## config.mk

```make
export PLATFORM = sky130hd
export DESIGN_NAME = cp0_exc
export DESIGN_NICKNAME = d
export VERILOG_FILES = /design/src/rtl/cp0_pkg.sv /design/src/rtl/cp0_timer.sv /design/src/rtl/cp0_exc.sv
export SDC_FILE = /design/constraint.sdc
export NUM_CORES = 1
export LEC_CHECK = 0
export CORE_MARGIN = 4
export CORE_UTILIZATION = 50
export CTS_CLUSTER_DIAMETER = 120
export DETAILED_ROUTE_END_ITERATION = 6
export DONT_BUFFER_PORTS = 1
export GPL_ROUTABILITY_DRIVEN = 0
export PLACE_DENSITY = 0.72
export SLEW_MARGIN = 30
export SYNTH_ARGS = -nofsm -noshare
export SYNTH_HDL_FRONTEND = slang
export SYNTH_HIERARCHICAL = 1
export SYNTH_SLANG_ARGS = --single-unit
```

## constraint.sdc

```tcl
create_clock -name clk -period 5 [get_ports clk]
set_input_delay 1 -clock clk [delete_from_list [all_inputs] [get_ports clk]]
set_output_delay 1 -clock clk [all_outputs]
set_load 0.02 [all_outputs]
```

## src/rtl/cp0_pkg.sv

```systemverilog
// rtl/cp0_pkg.sv - CP0 register indices, exception codes, decode patterns and FSM states
package cp0_pkg;

    localparam logic [4:0] CP0_COUNT   = 5'd9;
    localparam logic [4:0] CP0_COMPARE = 5'd11;
    localparam logic [4:0] CP0_STATUS  = 5'd12;
    localparam logic [4:0] CP0_CAUSE   = 5'd13;
    localparam logic [4:0] CP0_EPC     = 5'd14;

    localparam logic [4:0] EXC_INT = 5'd0;
    localparam logic [4:0] EXC_SYS = 5'd8;
    localparam logic [4:0] EXC_RI  = 5'd10;
    localparam logic [4:0] EXC_OV  = 5'd12;

    localparam logic [31:0] INS_ERET = 32'h4200_0018;
    localparam logic [10:0] PFX_MFC0 = 11'b010000_00000;
    localparam logic [10:0] PFX_MTC0 = 11'b010000_00100;

    localparam logic [31:0] STATUS_RST  = 32'h0000_0000;
    localparam logic [31:0] EPC_RST     = 32'h0000_0000;
    localparam logic [31:0] COUNT_RST   = 32'h0000_0000;
    localparam logic [31:0] COMPARE_RST = 32'hFFFF_FFFF;

    typedef enum logic {
        RUN   = 1'b0,
        FLUSH = 1'b1
    } state_e;

endpackage

```

## src/rtl/cp0_timer.sv

```systemverilog
// rtl/cp0_timer.sv - Count/Compare registers with sticky timer-pending flag
module cp0_timer
    import cp0_pkg::*;
(
    input  logic        clk,
    input  logic        rst,
    input  logic        wr_count,
    input  logic        wr_compare,
    input  logic [31:0] wr_data,
    output logic [31:0] count,
    output logic [31:0] compare,
    output logic        pending
);

    logic [31:0] count_q, count_d;
    logic [31:0] compare_q, compare_d;
    logic        pending_q, pending_d;

    always_comb begin
        count_d   = wr_count ? wr_data : count_q + 32'd1;
        compare_d = wr_compare ? wr_data : compare_q;
        // A Compare write acknowledges the timer even if it coincides with a match
        if (wr_compare) begin
            pending_d = 1'b0;
        end else if (count_q == compare_q) begin
            pending_d = 1'b1;
        end else begin
            pending_d = pending_q;
        end
    end

    always_ff @(posedge clk) begin
        if (rst) begin
            count_q   <= COUNT_RST;
            compare_q <= COMPARE_RST;
            pending_q <= 1'b0;
        end else begin
            count_q   <= count_d;
            compare_q <= compare_d;
            pending_q <= pending_d;
        end
    end

    assign count   = count_q;
    assign compare = compare_q;
    assign pending = pending_q;

endmodule

```

## src/rtl/cp0_exc.sv

```systemverilog
// rtl/cp0_exc.sv - MEM-stage CP0 registers, exception/interrupt entry, eret and flush redirect
module cp0_exc
    import cp0_pkg::*;
#(
    parameter logic [31:0] EXC_VECTOR = 32'h0000_4180
) (
    input  logic        clk,
    input  logic        rst,
    input  logic        mem_is_nop,
    input  logic        mem_overflow,
    input  logic [4:0]  mem_exccode,
    input  logic [31:0] mem_opc,
    input  logic [31:0] mem_ins,
    input  logic [31:0] mem_rt_data,
    input  logic [5:0]  hw_int,
    output logic        kill_mem,
    output logic        flush,
    output logic        redirect_valid,
    output logic [31:0] redirect_pc,
    output logic [31:0] mfc0_data,
    output logic [31:0] status_out,
    output logic [31:0] cause_out,
    output logic [31:0] epc_out,
    output logic        exl
);

    state_e      state_q, state_d;
    logic        flush_q, flush_d;
    logic        redirect_valid_q, redirect_valid_d;
    logic [31:0] redirect_pc_q, redirect_pc_d;

    logic [7:0]  im_q, im_d;
    logic        exl_q, exl_d;
    logic        ie_q, ie_d;
    logic [4:0]  exccode_q, exccode_d;
    logic [31:0] epc_q, epc_d;

    logic [31:0] count, compare;
    logic        timer_pending;

    logic        active, is_mtc0, is_eret, int_req;
    logic        take_exc, take_eret, wr_en;
    logic [4:0]  rd, exc_code;
    logic [5:0]  ip;

    // Bubbles and the flush cycle carry nothing that may act on CP0
    assign active  = !mem_is_nop && (state_q == RUN);
    assign rd      = mem_ins[15:11];
    assign is_mtc0 = (mem_ins[31:21] == PFX_MTC0);
    assign is_eret = (mem_ins == INS_ERET);
    assign ip      = {hw_int[5] | timer_pending, hw_int[4:0]};
    assign int_req = ie_q && !exl_q && (|(im_q[7:2] & ip));

    assign take_exc  = active && ((mem_exccode != 5'd0) || mem_overflow || int_req);
    assign take_eret = active && is_eret && !take_exc;
    assign wr_en     = active && is_mtc0 && !take_exc;
    assign kill_mem  = take_exc;

    always_comb begin
        if (mem_exccode != 5'd0) begin
            exc_code = mem_exccode;
        end else if (mem_overflow) begin
            exc_code = EXC_OV;
        end else begin
            exc_code = EXC_INT;
        end
    end

    cp0_timer u_timer (
        .clk        (clk),
        .rst        (rst),
        .wr_count   (wr_en && (rd == CP0_COUNT)),
        .wr_compare (wr_en && (rd == CP0_COMPARE)),
        .wr_data    (mem_rt_data),
        .count      (count),
        .compare    (compare),
        .pending    (timer_pending)
    );

    always_comb begin
        im_d      = im_q;
        exl_d     = exl_q;
        ie_d      = ie_q;
        exccode_d = exccode_q;
        epc_d     = epc_q;
        if (take_exc) begin
            exccode_d = exc_code;
            // Nested entries keep the original return address
            if (!exl_q) begin
                epc_d = mem_opc;
                exl_d = 1'b1;
            end
        end else if (take_eret) begin
            exl_d = 1'b0;
        end else if (wr_en) begin
            case (rd)
                CP0_STATUS: begin
                    im_d  = mem_rt_data[15:8];
                    exl_d = mem_rt_data[1];
                    ie_d  = mem_rt_data[0];
                end
                CP0_EPC: epc_d = mem_rt_data;
                default: ;
            endcase
        end
    end

    always_ff @(posedge clk) begin
        if (rst) begin
            im_q      <= STATUS_RST[15:8];
            exl_q     <= STATUS_RST[1];
            ie_q      <= STATUS_RST[0];
            exccode_q <= 5'd0;
            epc_q     <= EPC_RST;
        end else begin
            im_q      <= im_d;
            exl_q     <= exl_d;
            ie_q      <= ie_d;
            exccode_q <= exccode_d;
            epc_q     <= epc_d;
        end
    end

    always_comb begin
        state_d          = state_q;
        flush_d          = 1'b0;
        redirect_valid_d = 1'b0;
        redirect_pc_d    = redirect_pc_q;
        case (state_q)
            RUN: begin
                if (take_exc) begin
                    state_d          = FLUSH;
                    flush_d          = 1'b1;
                    redirect_valid_d = 1'b1;
                    redirect_pc_d    = EXC_VECTOR;
                end else if (take_eret) begin
                    state_d          = FLUSH;
                    flush_d          = 1'b1;
                    redirect_valid_d = 1'b1;
                    redirect_pc_d    = epc_q;
                end
            end
            FLUSH: state_d = RUN;
            default: state_d = RUN;
        endcase
    end

    always_ff @(posedge clk) begin
        if (rst) begin
            state_q          <= RUN;
            flush_q          <= 1'b0;
            redirect_valid_q <= 1'b0;
            redirect_pc_q    <= 32'd0;
        end else begin
            state_q          <= state_d;
            flush_q          <= flush_d;
            redirect_valid_q <= redirect_valid_d;
            redirect_pc_q    <= redirect_pc_d;
        end
    end

    assign flush          = flush_q;
    assign redirect_valid = redirect_valid_q;
    assign redirect_pc    = redirect_pc_q;

    assign status_out = {16'd0, im_q, 6'd0, exl_q, ie_q};
    assign cause_out  = {16'd0, ip, 3'd0, exccode_q, 2'd0};
    assign epc_out    = epc_q;
    assign exl        = exl_q;

    always_comb begin
        case (rd)
            CP0_COUNT:   mfc0_data = count;
            CP0_COMPARE: mfc0_data = compare;
            CP0_STATUS:  mfc0_data = status_out;
            CP0_CAUSE:   mfc0_data = cause_out;
            CP0_EPC:     mfc0_data = epc_out;
            default:     mfc0_data = 32'd0;
        endcase
    end

endmodule

```

==> out/summary.md, run 1 <==
The flow ran to the end, and the final reports show no timing, DRC or antenna violations. The final net count is 932, and the largest net degree at the start of global routing is 118. No sink is reached through more buffers than the 2 on the longest clock path. Highest attainable clock frequency: 0.2746 GHz. The region available for standard cell placement spans 15,150 um^2.

Max-cap violations in this run came to 0. The largest family of logic cells by synthesized area is compound AO/OA/AOI/OAI gates. The post-synthesis instance area is 7726 um^2, and the die height is 132.3 um. For the final-report max-slew violation count, the log shows 0. Summing over every cut layer, the via total after detailed routing is 6,321. The end of the worst register-to-register path is u_timer/count[12]. Summing the areas of all compound-gate instances in the mapped netlist gives 19.43% of the synthesized area. Layout overhead on the synthesized area: 5.312%. The run gives 0 as the number of post-CTS setup repair buffers. The setup path with the least slack is of type primary input to output port. Once routing completed, OpenROAD measured the worst setup slack at 1.358 ns.

Data arrives at the worst endpoint at 2.64 ns. The top-level I/O count was 275; the count of fill cells added during filler insertion was 1,397. The analysis attributes to cell leakage a power of 0.003011 uW.

The tools report the number of levels the H-tree was split into as 4. For the final database, setup skew stands at 0.009665 ns. The number of diodes was 0. STA classifies the critical path startpoint as a primary input.

TritonCTS built the clock tree. Multiplexer cells account for 7.126% of the synthesized area. For this block, the routed nets add up to 23,330 um of wire. After legalization and detailed placement, the total HPWL measured 16,700 um. Summing the areas of all xor and xnor instances in the mapped netlist gives 6.915% of the synthesized area. Among all flip-flop cells after synthesis, the most frequent one is dfxtp_1.

The average cell area after synthesis works out to 9.005 um^2. The number of cells on the worst reg-to-reg path is 9. The tools report the relative max-transition margin as 40.48%. Of the total synthesized cell area, the portion taken by full adders, half adders and majority gates is 0.1619%.

For the total track usage, the log shows 25.27%. The first global-routing pass estimated 34,840 um of wire. The vias per cell was 6.197; the required time reported for the critical path endpoint was 4.00 ns.

Summed over all failing endpoints, the final setup total negative slack is 0 ns. The final cycle utilization of the critical path came out at 72.84%. After clock tree synthesis, the clock-pin slew on the worst setup and hold paths is 0.06 ns.

The initialized floorplan defines 45 standard-cell rows. In this run, the number of DRC markers left after iteration 0 of detailed routing was 529. The cell depth of the worst hold path was 2.

The kind of capture point of the worst setup path was an output port. The initial utilization of the core area, before any placement, comes to 51.01%. The first detailed-routing pass ran for 7 iterations. The count of hold buffers inserted by post-cts repair is 0, and the via count of the first global-routing pass is 6,000. The worst-case IR drop observed on VDD is 238.1 uV. The share of final-layout standard cells stronger than drive strength 1 came out at 9.736%.

CTS placed an instance of clkbuf_16 at the clock tree root. Counting flops with a built-in enable in the synthesized netlist gives 0. Counting every sink on the clock net gives 145. The clock reaches the later pin of the worst-skew pair after 0.43 ns. Cell area power density: 322.6 nW/um^2.

Port buffer count: 0. The initial antenna violation count was 0. Number of remaining DRC errors: 0. In the final routed layout, each cell accounts on average for 22.87 um.

Once layout is complete, the utilization of the core stands at 53.72%. The number of endpoints failing setup at the final stage was 0; the yosys synthesis warning count was 6. For this run the aggregate overflow at the end of global routing stands at 0.

The final-report hold violation count was 0. The sequential area share after synthesis came out at 37.57%. In this run the register-to-register setup slack is 1.88 ns.

Along the worst path, the maximum fanout reaches 17. The post-cts sizing count was 0; the number of storage elements in the synthesis netlist was 145. The area enclosed by the die boundary was 17,500 um^2. The startpoint identified for the worst hold timing path is u_timer/pending. The startpoint identified for the worst register-to-register timing path is exl. The die width is 132.3 um, and the TritonCTS buffer count is 17. At the pin with the least slew margin, the transition time is 0.8927 ns.

Setup repair after global routing left no endpoint under its margin. After synthesis, the share of flip-flops with an asynchronous set or reset is 0%. For hold timing, the worst endpoint is u_timer/pending. The number of distinct library cells after synthesis is 57, and the count of nets left with antenna violations after detail routing is 0. Type of the worst min-delay path: flip-flop to flip-flop. OpenSTA, run right after detailed placement, puts the worst setup slack at 1.214 ns. Of the total synthesized cell area, the portion taken by AND, OR, NAND and NOR gates is 17.39%.

The gate count of the mapped netlist is 858. The routed design could run at a clock period as short as 3.642 ns.
==> area by class of cell <==
class | instances | area [um^2] | share of cell area, %
repair buffers | 15 | 112.6 | 1.384
multi-input cells | 589 | 4134 | 50.81
clock buffers | 21 | 470.5 | 5.782
well taps | 188 | 235.2 | 2.891
flip-flops and latches | 145 | 2903 | 35.68
inverters | 52 | 195.2 | 2.399
clock inverters | 10 | 86.33 | 1.061
==> synth_stat cells, types with 3 or more instances <==
library cell	n	area share [%]
a211o_1	32	3.6
buf_6	5	0.73
a221o_1	6	0.78
nor3_1	14	0.91
nor2_2	10	0.81
inv_1	52	2.5
mux2i_1	55	7.1
buf_4	55	5.3
nand4_1	21	1.7
dfxtp_1	145	38
a211oi_1	24	2.3
xnor2_1	36	4.1
and3_1	5	0.40
a211oi_2	3	0.49
buf_2	7	0.45
a22oi_1	6	0.58
a21oi_1	40	2.6
nor3b_1	4	0.39
xor2_1	25	2.8
nor4_1	9	0.73
nor2b_1	35	2.8
nor2_1	77	3.7
nand3_1	14	0.91
nand2_1	33	1.6
o21ai_0	12	0.78
buf_1	9	0.44
clkbuf_1	37	1.8
a222oi_1	22	2.9
o221a_1	30	4.4
==> metrics by stage <==
stage / hold WS (ns) / cells / instance area, um^2 / total power, uW
5_1_grt: 0.5700 / 1020 / 8137 / 2705
6_report: 0.5770 / 1020 / 8137 / 2625
4_1_cts: 0.5476 / 1020 / 8130 / 2642
2_1_floorplan: 0.4885 / 900 / 7884 / 1454
3_5_place_dp: 0.5324 / 989 / 7574 / 1446
3_3_place_gp: 0.5453 / 989 / 7574 / 1441
==> flip-flops by register name (all words and copies together) (netlist names) <==
register and cells:
exl 1, exccode_q 5, im_q 8, ie_q 1, u_timer/compare 32, redirect_pc 32
u_timer/count 32, epc_out 32, u_timer/pending 1, state_q 1
==> worst max-delay path by stage <==
stage,start,endpoint,slack (ns),cells past startpoint
final,mem_ins[15],mfc0_data[30],1.36,6
after global placement,mem_exccode[0],epc_out[0],1.32,5
after floorplan,mem_exccode[0],u_timer/pending,1.49,9
after detailed placement,mem_exccode[0],epc_out[0],1.21,5
after global routing,mem_ins[15],mfc0_data[29],1.27,6
after CTS,mem_ins[15],mfc0_data[29],1.38,6
==> critical path, stage by stage <==
cell,delay [ns]
nand3b_1,0.21
or2_2,0.45
nor2_1,0.33
buf_4,0.32
a222oi_1,0.13
inv_1,0.19
==> power by group <==
part           total, uW  leakage [uW]  internal (uW)  switching, uW
Combinational        154       0.00156           52.9            101
Sequential          1270       0.00118           1190           80.8
Clock               1200      0.000270            716            487
==> cell families (layout without fill, tap and decap cells) <==
group | after synthesis | count (layout)
compound gates | 183 | 183
xor+xnor | 61 | 61
fa+ha+maj | 1 | 1
buf+inv | 166 | 98
flops | 145 | 145
mux | 55 | 55
other cells | 1 | 43
simple gates | 246 | 246
==> layout by cell type (no fill, tap or decap), drive strengths merged, types with 2 or more instances in the layout <==
master and instances:
dfxtp 145, nor4b 2, nor3b 5, nor4 13, nor2 87, a221o 6, clkinvlp 3, a21oi 40
nor2b 35, conb 43, and3 5, a211oi 27, clkbuf 21, nand4 22, xnor2 36, buf 15
mux2i 55, clkinv 6, a222oi 22, xor2 25, nand3 17, inv 52, a31o 2, nand3b 2
a22oi 6, a211o 32, nand2 33, or2 3, o221a 32, o21ai 12, nor3 16
==> routing by layer <==
| metal | up-vias | routed length, um | track usage, % |
|---|---|---|---|
| li1 | 2905 | - | - |
| met1 | 3008 | 9756 | 31.88 |
| met2 | 358 | 10780 | 41.08 |
| met3 | 50 | 2052 | 7.023 |
| met4 | 0 | 738 | 10.05 |
| met5 | - | 0 | 0 |
Power figures use the tool's default switching activity.
==> inputs of run 2 (changes only) <==
--- a/config.mk
+++ b/config.mk
@@ -11,7 +11,7 @@
 export DETAILED_ROUTE_END_ITERATION = 6
 export DONT_BUFFER_PORTS = 1
 export GPL_ROUTABILITY_DRIVEN = 0
-export PLACE_DENSITY = 0.72
+export PLACE_DENSITY = 0.75
 export SLEW_MARGIN = 30
 export SYNTH_ARGS = -nofsm -noshare
 export SYNTH_HDL_FRONTEND = slang
==> constraint.sdc (replaced) <==
create_clock -name clk -period 3.3 [get_ports clk]
set_input_delay 0.66 -clock clk [delete_from_list [all_inputs] [get_ports clk]]
set_output_delay 0.66 -clock clk [all_outputs]
set_load 0.02 [all_outputs]
==> out/summary.md, run 2 (synthesized netlist as in run 1, its figures left out) <==
The cell area power density is 482.9 nW/um^2 (was 322.6 nW/um^2). The number of diodes is 0 (unchanged), and the number of core rows is 45 (unchanged). TritonCTS built the clock tree.

The max-cap violation count is 0 (unchanged), and the final-report max-slew violation count is 0 (unchanged). The maximum clock path buffer count was 2 (unchanged). The logic gate share of total power is 6.1% (was 5.9%), and the port buffer count is 0 (unchanged).

The pin slew with the least headroom to its limit works out to 0.8026 ns (was 0.8927 ns). The share of final-layout standard cells stronger than drive strength 1 works out to 10.79% (was 9.736%). The logs give 664 (was 529) for the first-iteration detailed-routing DRC count and 0.003069 uW (was 0.003011 uW) for the static leakage. Critical path start-end classification: primary input to output port (unchanged). The count of fill cells added during filler insertion is 1,387 (was 1,397).

Highest attainable clock frequency: 0.3635 GHz. The area enclosed by the die boundary is 17,500 um^2 (unchanged), and the count of placed standard cells in the final layout, fillers left out is 1,031 (was 1,020). The layout overhead on the synthesized area was 6.947% (was 5.312%); the CTS sink count was 145 (unchanged). The tools report the top-level I/O count as 275 (unchanged). The end of the worst hold path is exccode_q[1] (was u_timer/pending). The cell count after placement came out at 1,000 (was 989). The run gives 51.01% (unchanged) as the initial standard-cell utilization of the core. Most frequent standard cell in the layout excluding fill and tap cells: dfxtp_1 (unchanged).

The worst path needs 2.751 ns of the cycle, external delays included. The average wire per cell in the routed design is 22.66 um (was 22.87 um), and the number of remaining DRC errors is 0 (unchanged). The largest vdd supply drop came out at 387.2 uV (was 238.1 uV). The total area of sequential cells was 2903 um^2 (unchanged). Sort of element at the start of the critical path: a primary input (unchanged). The tools report the total number of vias as 6,412 (was 6,321). The logs give 15,150 um^2 (unchanged) for the area inside the core boundary and 25.84% (was 25.27%) for the total track usage. The TritonCTS buffer count was 17 (unchanged); the initial antenna violation count was 0 (unchanged). Proportion of power drawn by the clock network: 45.9% (was 45.8%).

The final-report hold violation count came out at 0 (unchanged). Setup repair after global routing left no endpoint under its margin. The switching component of the power was 1032 uW (was 669.2 uW); the final cycle utilization of the critical path was 83.36%. The run gives 0 ns (unchanged) as the setup TNS after final layout. The first-pass GRT wire length was 35,770 um (was 34,840 um).

The largest net degree at the start of global routing came out at 118 (unchanged). The run gives 6,152 (was 6,000) as the via count of the first global-routing pass. The logs give 54.56% (was 53.72%) for the end-of-flow core utilization and 4134 um^2 (unchanged) for the area taken by multi-input logic gates. The number of levels the H-tree was split into came out at 4 (unchanged).

For the reg2reg setup slack, the log shows 0.77 ns (was 1.88 ns). The logs give 2.09 ns (was 2.64 ns) for the worst endpoint data arrival time and 2958 uW (was 1955 uW) for the total internal power. For the final net count, the log shows 943 (was 932). The number of iterations in the first detailed-routing pass is 5 (was 7). Type of the worst min-delay path: primary input to flip-flop (was flip-flop to flip-flop). The run finished with clean final reports.

Final clock skew: 0.009830 ns (was 0.009665 ns). The number of endpoints failing setup at the final stage was 0 (unchanged). The number of cells on the worst reg-to-reg path was 8 (was 9). The routed length on met3 was 2058 um (was 2052 um). The tools report the hold path startpoint as rst (was u_timer/pending).

The number of post-CTS setup repair buffers came out at 0 (unchanged). The routed wire length on met2 is 11,110 um (was 10,780 um), and the die height is 132.3 um (unchanged). The top fanout value on the critical path was 22 (was 17); the post-cts sizing count was 0 (unchanged). The tools report the clock insertion delay at the later pin of the skew report as 0.43 ns (about the same). End of the worst register-to-register path: u_timer/count[12] (unchanged). Highest metal layer used by the detailed router: met4 (unchanged). The count of hold buffers inserted by post-cts repair was 0 (unchanged). The detailed-placement wirelength estimate came out at 16,750 um (was 16,700 um). The run gives 23,370 um (was 23,330 um) as the post-detailed-routing wire length.

Wire length the detailed router placed on met1: 9693 um (was 9756 um). The root buffer selected by CTS is clkbuf_16 (unchanged). The switching share of power was 25.86% (was 25.50%). Worst reg2reg path startpoint: im_q[5] (was exl). The CTS clock-pin slew for the worst setup and hold paths was 0.06 ns (about the same); the cell depth of the worst hold path was 1 (was 2). The tools report the relative max-transition margin as 46.20% (was 40.48%). The vias per cell is 6.219 (was 6.197). Required time reported for the critical path endpoint: 2.64 ns (was 4.00 ns). The final global-route overflow total came out at 0 (unchanged).

The count of nets left with antenna violations after detail routing was 0 (unchanged); the register share of total power was 48.0% (was 48.3%). The die width came out at 132.3 um (unchanged). Leading cell types in the layout, fill and taps excluded: dfxtp_1 (145), nor2_1 (77), mux2i_1 (55), inv_1 (52), conb_1 (43) (unchanged). The kind of capture point of the worst setup path is an output port (unchanged).
## run 2: cell count changes in the layout (fill, tap and decap cells not counted), sizes merged
cell / change
buf: +11
clkbuf: +3
clkinvlp: +2
clkinv: -4
bufinv: -1
## run 2: power groups by stage
stage                     Combinational, uW  Clock, uW  Sequential [uW]
after floorplan                         276          0             1930
after global placement                  237          0             1950
after detailed placement                242          0             1950
after CTS                               244       1850             1910
after global routing                    264       1910             1920
final                                   245       1830             1910
## run 2: per-layer routing
metal	up-vias	global-route usage, %
met4	0	8.545
met5	-	0
met2	351	42.42
met1	3104	32.62
li1	2926	-
met3	31	7.748
## run 2: cell type report
| cell class | count | share of cell area, % |
|---|---|---|
| clock buffers | 24 | 6.193 |
| clock inverters | 7 | 0.6208 |
| inverters | 52 | 2.362 |
| multi-input cells | 589 | 50.03 |
| flip-flops and latches | 145 | 35.13 |
| well taps | 188 | 2.847 |
| repair buffers | 26 | 2.816 |
## run 2: per-stage QoR
step / instance area, um^2 / worst slack, ns / hold slack [ns] / total power [uW]
after global routing: 8263 / 0.4652 / 0.2877 / 4097
after global placement: 7694 / 0.3131 / 0.5383 / 2189
final: 8263 / 0.5492 / 0.3085 / 3990
after floorplan: 7884 / 0.1297 / 0.4885 / 2203
after detailed placement: 7694 / 0.2962 / 0.5467 / 2196
after CTS: 8257 / 0.2708 / 0.2925 / 4004
## run 2: how the worst max path moves through the flow
stage	start	to	slack [ns]
finish	mem_ins[15]	mfc0_data[0]	0.55
global route	mem_ins[15]	mfc0_data[0]	0.47
CTS	im_q[5]	kill_mem	0.27
detailed placement	mem_exccode[0]	u_timer/count[12]	0.30
global placement	mem_exccode[0]	u_timer/count[12]	0.31
floorplan	mem_exccode[0]	u_timer/pending	0.13
## run 2: worst max-delay path, cell delays in order
cell      delay, ns
nand3b_1       0.17
or2_2          0.45
nor2_1         0.13
buf_4          0.31
nand2_1        0.10
nand2_1        0.12
buf_4          0.16
